===== src/rtl/signed_shift_right_round.sv =====
// Multi-cycle signed arithmetic right shift with round-half-up, STEP bits per cycle.
// The accumulator is shifted in chunks, and the last bit shifted out is added back as the rounding increment.
module signed_shift_right_round #(
  parameter int DATA_WIDTH  = 16,
  parameter int SHAMT_WIDTH = 4,
  parameter int STEP        = 4
) (
  input  logic                   iClk,
  input  logic                   iRst_n,
  input  logic                   iValid,
  output logic                   oReady,
  input  logic [DATA_WIDTH-1:0]  iDat,
  input  logic [SHAMT_WIDTH-1:0] iShamt,
  output logic                   oValid,
  input  logic                   iReady,
  output logic [DATA_WIDTH-1:0]  oDat,
  output logic                   oBusy
);

  typedef enum logic [1:0] {
    IDLE  = 2'd0,
    SHIFT = 2'd1,
    DONE  = 2'd2
  } state_t;

  localparam logic [SHAMT_WIDTH-1:0] STEP_W = SHAMT_WIDTH'(STEP);

  state_t                 state_q;
  logic [DATA_WIDTH-1:0]  acc_q;
  logic [SHAMT_WIDTH-1:0] rem_q;
  logic                   guard_q;
  logic [DATA_WIDTH-1:0]  odat_q;

  logic [SHAMT_WIDTH-1:0] k_s;
  logic [DATA_WIDTH-1:0]  shifted_s;
  logic [DATA_WIDTH-1:0]  lost_s;
  logic                   guard_s;
  logic [DATA_WIDTH-1:0]  rounded_s;

  // One SHIFT step: k = min(STEP, rem); the guard is the last bit pushed out (acc bit k-1).
  always_comb begin
    k_s       = STEP_W;
    shifted_s = acc_q;
    lost_s    = acc_q;
    guard_s   = 1'b0;
    rounded_s = acc_q;
    if (rem_q < STEP_W) begin
      k_s = rem_q;
    end else begin
      k_s = STEP_W;
    end
    shifted_s = DATA_WIDTH'($signed(acc_q) >>> k_s);
    lost_s    = acc_q >> (k_s - SHAMT_WIDTH'(1));
    guard_s   = lost_s[0];
    rounded_s = shifted_s + {{(DATA_WIDTH-1){1'b0}}, guard_s};
  end

  // Control FSM and datapath registers.
  always_ff @(posedge iClk or negedge iRst_n) begin
    if (!iRst_n) begin
      state_q <= IDLE;
      acc_q   <= {DATA_WIDTH{1'b0}};
      rem_q   <= {SHAMT_WIDTH{1'b0}};
      guard_q <= 1'b0;
      odat_q  <= {DATA_WIDTH{1'b0}};
    end else begin
      case (state_q)
        IDLE: begin
          if (iValid) begin
            acc_q   <= iDat;
            rem_q   <= iShamt;
            guard_q <= 1'b0;
            if (iShamt == {SHAMT_WIDTH{1'b0}}) begin
              odat_q  <= iDat;
              state_q <= DONE;
            end else begin
              state_q <= SHIFT;
            end
          end else begin
            state_q <= IDLE;
          end
        end
        SHIFT: begin
          acc_q   <= shifted_s;
          guard_q <= guard_s;
          rem_q   <= rem_q - k_s;
          if (rem_q == k_s) begin
            odat_q  <= rounded_s;
            state_q <= DONE;
          end else begin
            state_q <= SHIFT;
          end
        end
        DONE: begin
          if (iReady) begin
            state_q <= IDLE;
          end else begin
            state_q <= DONE;
          end
        end
        default: begin
          state_q <= IDLE;
        end
      endcase
    end
  end

  assign oReady = (state_q == IDLE);
  assign oValid = (state_q == DONE);
  assign oBusy  = (state_q != IDLE);
  assign oDat   = odat_q;

endmodule


===== config.mk =====
export PLATFORM = sky130hd
export DESIGN_NAME = signed_shift_right_round
export DESIGN_NICKNAME = d
export VERILOG_FILES = /design/src/rtl/signed_shift_right_round.sv
export SDC_FILE = /design/constraint.sdc
export NUM_CORES = 1
export LEC_CHECK = 0
export BUFFER_PORTS_ARGS = -buffer_cell sky130_fd_sc_hd__buf_2
export CELL_PAD_IN_SITES_DETAIL_PLACEMENT = 1
export CELL_PAD_IN_SITES_GLOBAL_PLACEMENT = 1
export CORE_AREA = 5 5 106 108
export CTS_CLUSTER_SIZE = 12
export DETAILED_ROUTE_END_ITERATION = 6
export DIE_AREA = 0 0 111 113
export GPL_TIMING_DRIVEN = 0
export PLACE_DENSITY = 0.55
export SLEW_MARGIN = 0
export SYNTH_ARGS = -nofsm -noshare
export SYNTH_HDL_FRONTEND = slang
export SYNTH_SLANG_ARGS = --single-unit

===== constraint.sdc =====
create_clock -name iClk -period 7.1 [get_ports iClk]
set_input_delay 1.42 -clock iClk [delete_from_list [all_inputs] [get_ports iClk]]
set_output_delay 1.42 -clock iClk [all_outputs]
set_load 0.03 [all_outputs]

## Word level (Yosys, flattened, before mapping)

Index checks and enable logic that the tools add are counted.

| cells by class | value |
|---|---|
| eq/ne operators | 6 |
| $lt $le $gt $ge | 1 |
| shift-type cells | 2 |
| add/subtract/negate cells | 3 |
| reductions and logical operators | 6 |
| mux-type cells | 14 |

Operators by type and width:

| kind | number |
|---|---|
| $mux W16 | 4 |
| $pmux W16 S2 | 2 |
| $add A16 B1 Y16 | 1 |
| $shr A16 B4 Y1 | 1 |
| $sshr A16 B4 Y16 | 1 |
| $mux W2 | 4 |
| $mux W4 | 2 |
| $pmux W4 S2 | 1 |
| $pmux W2 S3 | 1 |
| $eq A4 B4 Y1 | 1 |
| $logic_not A4 Y1 | 1 |
| $lt A4 B3 Y1 const B | 1 |
| $ne A2 B2 Y1 const B | 2 |
| $reduce_and A4 Y1 | 1 |
| $reduce_bool A2 Y1 | 2 |
| $sub A4 B1 Y4 const B | 1 |
| $sub A4 B4 Y4 | 1 |
| $eq A2 B1 Y1 const B | 1 |
| $eq A2 B2 Y1 const B | 1 |
| $logic_not A2 Y1 | 1 |
| $ne A2 B1 Y1 const B | 1 |
| $reduce_and A2 Y1 | 1 |

| storage, ports and cells | value |
|---|---|
| input bits | 24 |
| register bits after elaboration | 38 |

## Logic depth before layout (Yosys ltp)

Gate-level depths: netlist (run 1).

| logic depth | value |
|---|---|
| word-level depth | 7 |
| gate-level depth with buffers | 21 |
| mapped depth without buffers | 18 |

## Worst setup path before layout (run 1)

No wires, ideal clock.

| path | value |
|---|---|
| kind | register -> register |
| start | register rem_q[3] |
| end | register odat_q[10], in the netlist oDat[10] |
| stages on the path, launching flop included | 21 |
| buffers on the path | 3 |
| data arrival time | 3.719 ns |
| slack | 3.303 ns |
| clock period less this slack | 3.797 ns |
| required time | 7.023 ns |
| path through | dfrtp_1 -> buf_6 -> or2_1 -> buf_6 -> nor2_8 -> inv_4 -> ha_1 -> clkbuf_1 -> inv_1 -> o32a_1 -> o21a_1 -> nor2_1 -> mux4_2 -> ha_1 -> inv_1 -> a211oi_1 -> a32o_1 -> nand3_2 -> o21a_1 -> o31a_1 -> a21oi_1 |

| between the ends | value |
|---|---|
| word-level cells in the longest chain between the ends | 7 |
| elaborated cells between the ends (all ways) | 11 |
| those cells by class | 2 x add/sub; 1 x order compare; 2 x eq/ne; 2 x shift; 3 x mux; 1 x reduce/logical |

RTL lines:

| item | line | text |
|---|---|---|
| start: declaration | 30 | `logic [SHAMT_WIDTH-1:0] rem_q;` |
| start signal: assignment | 63 | `rem_q <= {SHAMT_WIDTH{1'b0}};` |
| start signal: assignment | 71 | `rem_q <= iShamt;` |
| start signal: assignment | 86 | `rem_q <= rem_q - k_s;` |
| $lt A4 B3 Y1 | 47 | `if (rem_q < STEP_W) begin` |
| $mux W4 | 47 |  |
| $sub A4 B1 Y4 | 53 | `lost_s = acc_q >> (k_s - SHAMT_WIDTH'(1));` |
| $shr A16 B4 Y1 | 53 |  |
| $add A16 B1 Y16 | 55 | `rounded_s = shifted_s + {{(DATA_WIDTH-1){1'b0}}, guard_s};` |
| $mux W16 | 87 | `if (rem_q == k_s) begin` |
| $pmux W16 S2 | 67 | `case (state_q)` |
| end signal: assignment | 65 | `odat_q <= {DATA_WIDTH{1'b0}};` |
| end signal: assignment | 74 | `odat_q <= iDat;` |
| end signal: assignment | 88 | `odat_q <= rounded_s;` |
| end: declaration | 32 | `logic [DATA_WIDTH-1:0] odat_q;` |

Several ways; a longest one is shown, not always the timed one. The select of a mux whose other input is x is not followed.
A chain may end at the register's enable or synchronous reset.

## Worst setup path after layout (run 1)

| path | value |
|---|---|
| start | register rem_q[2] |
| end | register odat_q[11], in the netlist oDat[11] |

The elaborated chain is that of the path after synthesis.

==> summary.md, run 1 <==
| Metric | Value |
|---|---|
| Slew margin rel. | 37.0% |
| Clock root buffer | clkbuf_8 |
| Synthesized area | 2990 µm² |
| Largest stage delay on the critical path | 0.40 ns |
| Unrepaired setup endpoints after global routing | no |
| Fill count | 1231 |
| Pin count of the biggest net entering global routing | 39 |
| # diodes | 0 |
| Syn. warnings | 0 |
| Clock sinks | 38 |
| Crit. End Element | flop |
| Drt drc | 0 |
| Worst R2R End | oDat[11] |
| Worst min path class | flop to flop |
| Nets | 424 |
| Post-synth EDFFs | 0 |
| Synth cell types | 67 |
| Clock tree from TritonCTS | done |
| Post-Route Skew | 0.0132 ns |
| Setup Fix Bufs, Post-CTS | 0 |
| H-tree levels | 2 |
| Vias | 2817 |
| Register Area | 951 µm² |
| Total wire length | 10300 µm |
| Endpoints failing setup | 0 |
| WP data arrival | 4.66 ns |
| Area Growth Syn to Fin | 16.4% |
| Reg2reg setup slack | 2.62 ns |
| Vias in the first global route | 2952 |
| Metal-1 WL | 5240 µm |
| Worst r2r src | rem_q[2] |
| Crit path kind | flop to flop |
| WHS Endpoint | oDat[1] |
| Clock buffer depth | 2 |
| Vias per cell | 5.29 |
| PwrDens | 581 nW/µm² |
| Run status | finished clean |
| CP max FO | 10 |
| DRT iter0 DRCs | 100 |
| Met2 wire len | 4650 µm |
| Area of the multi-input gates | 1880 µm² |
| Sequential fraction of the synthesis area | 31.8% |
| Share of layout cells above drive strength 1 | 20.9% |
| Port bufs | 42 |
| Final Hold Viols | 0 |
| Mapped Nets | 375 |
| Cells along the critical path | clkbuf_1, nor2_2, nand2_1, ha_1, clkbuf_1, inv_1, o32a_1, o21a_1, nor2_1, mux4_2, ha_1, inv_1, a211oi_1, a32o_1, nand3_2, nor3_1, xor2_1, o22ai_1 |
| Placeable Area | 10100 µm² |
| Final GP Congestion | 0.809 |
| Wire length on met3 | 289 µm |
| Total Neg Setup Slack | 0 ns |
| Hold depth | 2 |
| Detail Route Antenna Nets | 0 |
| Max-Cap Viols | 0 |
| Period utilization | 63.2% |
| Synth Instances | 347 |
| Design area | 3480 µm² |
| Inserted Clock Buffers | 5 |
| Synth area leader | dfrtp_1 |
| CP max stage cell | dfrtp_1 |
| Seq cells post-synth | 38 |
| VDD IR max | 0.000202 V |
| Highest routed layer | met4 |
| Dominant synthesized flop cell | dfrtp_1 |
| Share of synthesized registers carrying an async set or reset | 100% |
| Max Fclk | 223 MHz |
| Final worst path period need | 4.48 ns |
| 1st-pass router iterations | 4 |
| Post-CTS resize count | 0 |
| Global-route wire length before repair | 16600 µm |
| Worst Tran Pin Value | 0.945 ns |
| Share of the synthesized area in the top cell type | 31.8% |
| Placed cell area | 3370 µm² |
| CTS clk-pin slew, worst paths | 0.09 ns |
| IO Pins | 43 |
| # hold bufs at CTS | 0 |
| Pwr Total | 2020 µW |
| R2r worst-path depth | 18 |
| Total gr overflow | 0 |
| Rows | 37 |
| GRT Total Usage | 16.7% |
| Worst skew pair latency | 0.30 ns |
| Die Area | 12500 µm² |
| Syn Area/Cell | 8.61 µm² |
| Post-DP HPWL | 7910 µm |
| CP Launch Type | flop |
| P_leak | 0.00143 µW |
| Initial antenna violation count | 0 |
| Die X | 111 µm |
| Synth area leaders | dfrtp_1 32%, mux2i_1 8.4%, nand2_1 6.3%, a21oi_1 5.0%, o21ai_0 4.2% |
| Min-delay src | oDat[1] |
| Starting density of the core | 29.5% |
| Routed wire length per instance | 19.4 µm |
| Die Height | 113 µm |
| Critical Path RT | 7.27 ns |
| Slew Limit Fails | 0 |
cell usage after synthesis (all sizes together) (2+ instances only):
library cell / instances
nand2: 50
dfrtp: 38
a21oi: 30
nor2: 29
o21ai: 29
mux2i: 25
and2: 12
buf: 12
clkbuf: 12
nand3: 8
a211oi: 7
xnor2: 7
inv: 5
mux4: 5
nor2b: 5
a21o: 4
a22oi: 4
ha: 4
mux2: 4
o22ai: 4
a32o: 3
a32oi: 3
nor4: 3
o21bai: 3
a21boi: 2
a31oi: 2
and4: 2
nand2b: 2
nand4: 2
nor3: 2
o211ai: 2
o21a: 2
o221ai: 2
o31a: 2
or2: 2
or3: 2
xor2: 2
stage by stage:
step	cells	hold slack (ns)	setup slack (ns)	utilization, %
floorplan	347	0.484	3.30	-
global placement	525	0.468	2.69	33.2
detailed placement	525	0.478	2.66	33.2
CTS	533	0.500	2.65	34.3
global route	533	0.530	2.28	34.3
finish	533	0.490	2.62	34.3
final cells by class:
cell class	count	area share, %
Clock inverter	3	1.15
Timing Repair Buffer	42	6.04
Sequential cell	38	27.3
Inverter	6	0.719
Clock buffer	5	1.98
Tap cell	136	4.89
Multi-Input combinational cell	279	54.2
Buffer	24	3.71
routing by layer:
metal / up-vias / global-route usage (%)
li1: 1365 / -
met1: 1388 / 24.0
met2: 54 / 26.6
met3: 10 / 2.14
met4: 0 / 4.52
met5: - / 0
placed cells by master, fill, tap and decap left out, drive strengths merged, types with 7 or more instances in the layout:
cell	count
mux2i	25
a21oi	30
nand2	50
dfrtp	38
nand3	8
buf	54
xnor2	7
and2	12
o21ai	29
clkbuf	17
nor2	29
a211oi	7
where the power goes:
group	internal (µW)	switching [µW]
Combinational	523	870
Sequential	325	113
Clock	104	86.7
Total	951	1070
how the worst max path moves through the flow:
stage | start | to | slack (ns) | depth (start not counted)
finish | rem_q[2] | oDat[11] | 2.62 | 18
global route | rem_q[2] | oDat[11] | 2.28 | 18
CTS | rem_q[2] | oDat[11] | 2.65 | 18
detailed placement | rem_q[2] | oDat[8] | 2.66 | 19
global placement | rem_q[2] | oDat[11] | 2.69 | 18
floorplan | rem_q[3] | oDat[10] | 3.30 | 20
flip-flops by register name, indices dropped and copies added, names as in the netlist:
register	count
rem_q	4
oDat	16
state_q	2
acc_q	16
cells by family (layout without fill, tap and decap cells):
kind of cell	after synthesis	after routing	synth area share (%)
buffers and inverters	30	80	5.15
and+or+nand+nor	124	124	20.6
muxes	34	34	13.6
AOI/OAI and AO/OA	107	107	24.3
adders and majority gates	4	4	1.67
other	1	1	0.125
xor gates and xnor gates	9	9	2.64
DFF	38	38	31.8
worst max-delay path: cells and delay by family, from the launching register on:
family                   cells  cell delay, ns
AND/OR/NAND/NOR              5            1.07
XOR/XNOR                     1            0.23
multiplexers                 1            0.30
buffers and inverters        4            0.71
adder cells (fa/ha/maj)      2            0.51
flip-flops                   1            0.40
AO/OA/AOI/OAI                5            1.13
Power figures use the tool's default switching activity.
==> run 2: changes to the inputs <==
==> constraint.sdc (replaced) <==
create_clock -name iClk -period 4.29 [get_ports iClk]
set_input_delay 0.858 -clock iClk [delete_from_list [all_inputs] [get_ports iClk]]
set_output_delay 0.858 -clock iClk [all_outputs]
set_load 0.03 [all_outputs]
==> run 2 against run 1 <==
Effect of this change:
- non-clock buffer count is 2 lower
- sequential share of layout area down 0.14 points
- critical endpoint is now oDat[10]
- wire length is the same
- setup slack got worse by 2.4 ns
- sequential power up 67%
- sequential cell count unchanged
- critical path type unchanged
- cell count fell by 0.38%
- clock power grew 67%
==> summary.md, run 2 (synthesized netlist as in run 1, its figures left out) <==
| Metric | Value |
|---|---|
| IO Pins | 43 |
| Slew margin rel. | 37.6% |
| Routed wire length per instance | 19.5 µm |
| Vias per cell | 5.32 |
| Run status | finished clean |
| Die Height | 113 µm |
| Placeable Area | 10100 µm² |
| Slew Limit Fails | 0 |
| Max Fclk | 245 MHz |
| Post-Route Skew | 0.0116 ns |
| Largest stage delay on the critical path | 0.52 ns |
| Fill count | 1225 |
| VDD IR max | 0.000334 V |
| Cells along the critical path | buf_6, or2_1, buf_6, nor2_8, inv_4, ha_2, inv_1, a21oi_1, o32a_1, o21a_1, nor2_1, mux4_2, ha_1, inv_1, a211oi_2, a32o_2, nand3_2, nor3_2, o31a_1, a21oi_1 |
| Inserted Clock Buffers | 5 |
| Int Pwr | 1580 µW |
| Unrepaired setup endpoints after global routing | no |
| CP max stage cell | mux4_2 |
| Worst Tran Pin Value | 0.936 ns |
| Clock sinks | 38 |
| Nets | 422 |
| CTS clk-pin slew, worst paths | 0.09 ns |
| Drt drc | 0 |
| # hold bufs at CTS | 0 |
| Die Area | 12500 µm² |
| 1st-pass router iterations | 4 |
| Final worst path period need | 4.08 ns |
| Detail Route Antenna Nets | 0 |
| Global-route wire length before repair | 16600 µm |
| Initial antenna violation count | 0 |
| H-tree levels | 2 |
| Clock root buffer | clkbuf_8 |
| P_leak | 0.00144 µW |
| Placed cell count | 525 |
| Fin cells | 531 |
| Design area | 3500 µm² |
| Critical Path RT | 4.52 ns |
| Fraction of power spent switching nets | 53.1% |
| Starting density of the core | 29.5% |
| Period utilization | 95.2% |
| DRT iter0 DRCs | 112 |
| Rows | 37 |
| Endpoints failing setup | 0 |
| Seq pwr share | 21.7% |
| Total gr overflow | 0 |
| Crit path max-delay family | compound AO/OA/AOI/OAI gates |
| # diodes | 0 |
| Final Hold Viols | 0 |
| WP buf/inv | 5 |
| Clock tree from TritonCTS | done |
| Worst skew pair latency | 0.30 ns |
| Die X | 111 µm |
| Share of power burned in combinational logic | 69.0% |
| Vias in the first global route | 2951 |
| PwrDens | 964 nW/µm² |
| Power share of the clock group | 9.4% |
| Vias | 2823 |
| Most common cell after layout, fill and taps aside | nand2_1 |
| Placed cell area | 3370 µm² |
| Area Growth Syn to Fin | 17.0% |
| Crit path kind | flop to flop |
| Psw | 1790 µW |
| Final GP Congestion | 0.809 |
| Port bufs | 42 |
| Most frequent cells in the layout | 50 x nand2_1, 45 x buf_2, 38 x dfrtp_1, 30 x a21oi_1, 27 x nor2_1 |
| Share of layout cells above drive strength 1 | 22.0% |
| Clock buffer depth | 2 |
| Worst min path class | flop to flop |
| WP data arrival | 4.32 ns |
| GRT Total Usage | 16.7% |
| CP max FO | 10 |
| Post-DP HPWL | 7910 µm |
| Pin count of the biggest net entering global routing | 39 |
| Total wire length | 10300 µm |
| Crit. End Element | flop |
| Max-Cap Viols | 0 |
| Setup Fix Bufs, Post-CTS | 0 |
| CP Launch Type | flop |
==> run 2: final timing paths <==
path,end,cells after the start,slack [ns],startpoint
setup / recovery,oDat[10],20,0.21,rem_q[3]
hold / removal,oDat[1],2,0.49,oDat[1]
setup reg to reg,oDat[10],20,0.21,rem_q[3]
hold reg to reg,oDat[1],2,0.49,oDat[1]
max in group asynchronous,acc_q[2],1,3.01,iRst_n
min in group asynchronous,oDat[8],1,0.70,iRst_n
==> run 2: per-stage QoR <==
step	total power (µW)	setup TNS [ns]	hold WS, ns	setup WS, ns	utilization, %
floorplan	2380	0	0.484	0.493	-
global placement	3020	-0.591	0.468	-0.120	33.2
detailed placement	3040	-0.722	0.478	-0.147	33.2
CTS	3380	0	0.500	0.0155	34.4
global route	3650	0	0.530	0.0212	34.5
finish	3370	0	0.490	0.206	34.5
==> run 2: power by group through the flow <==
stage,registers (µW),clock network [µW],logic (µW)
2_1_floorplan,807,0,1580
3_3_place_gp,725,0,2300
3_5_place_dp,728,0,2310
4_1_cts,724,326,2330
5_1_grt,752,344,2550
6_report,730,317,2320
==> run 2: what timing repair did <==
action,4_1_cts,5_1_grt
resized for setup,2,4
setup endpoints to repair,7,7
pin swaps,0,1
==> run 2: final cells by class <==
cell class / instances / area (µm²) / share of cell area (%)
clock buffer: 5 / 68.8 / 1.97
inverter: 6 / 25.0 / 0.716
sequential: 38 / 951 / 27.2
tap: 136 / 170 / 4.87
timing repair buffer: 42 / 210 / 6.01
buffer: 22 / 120 / 3.44
multi-input combinational: 279 / 1910 / 54.7
clock inverter: 3 / 40.0 / 1.15
==> run 2: routing by layer <==
metal / track usage (%) / routed length (µm) / vias to the layer above
met5: 0 / 0 / -
met4: 4.35 / 145 / 0
met3: 2.30 / 284 / 10
met2: 26.8 / 4670 / 45
met1: 23.9 / 5230 / 1412
li1: - / - / 1356
==> run 2: tightest hold or removal path: cells and delay by family, from the launching register on <==
family / cells / cell delay (ns)
AND/OR/NAND/NOR: 1 / 0.05
AO/OA/AOI/OAI: 1 / 0.06
flip-flops: 1 / 0.35
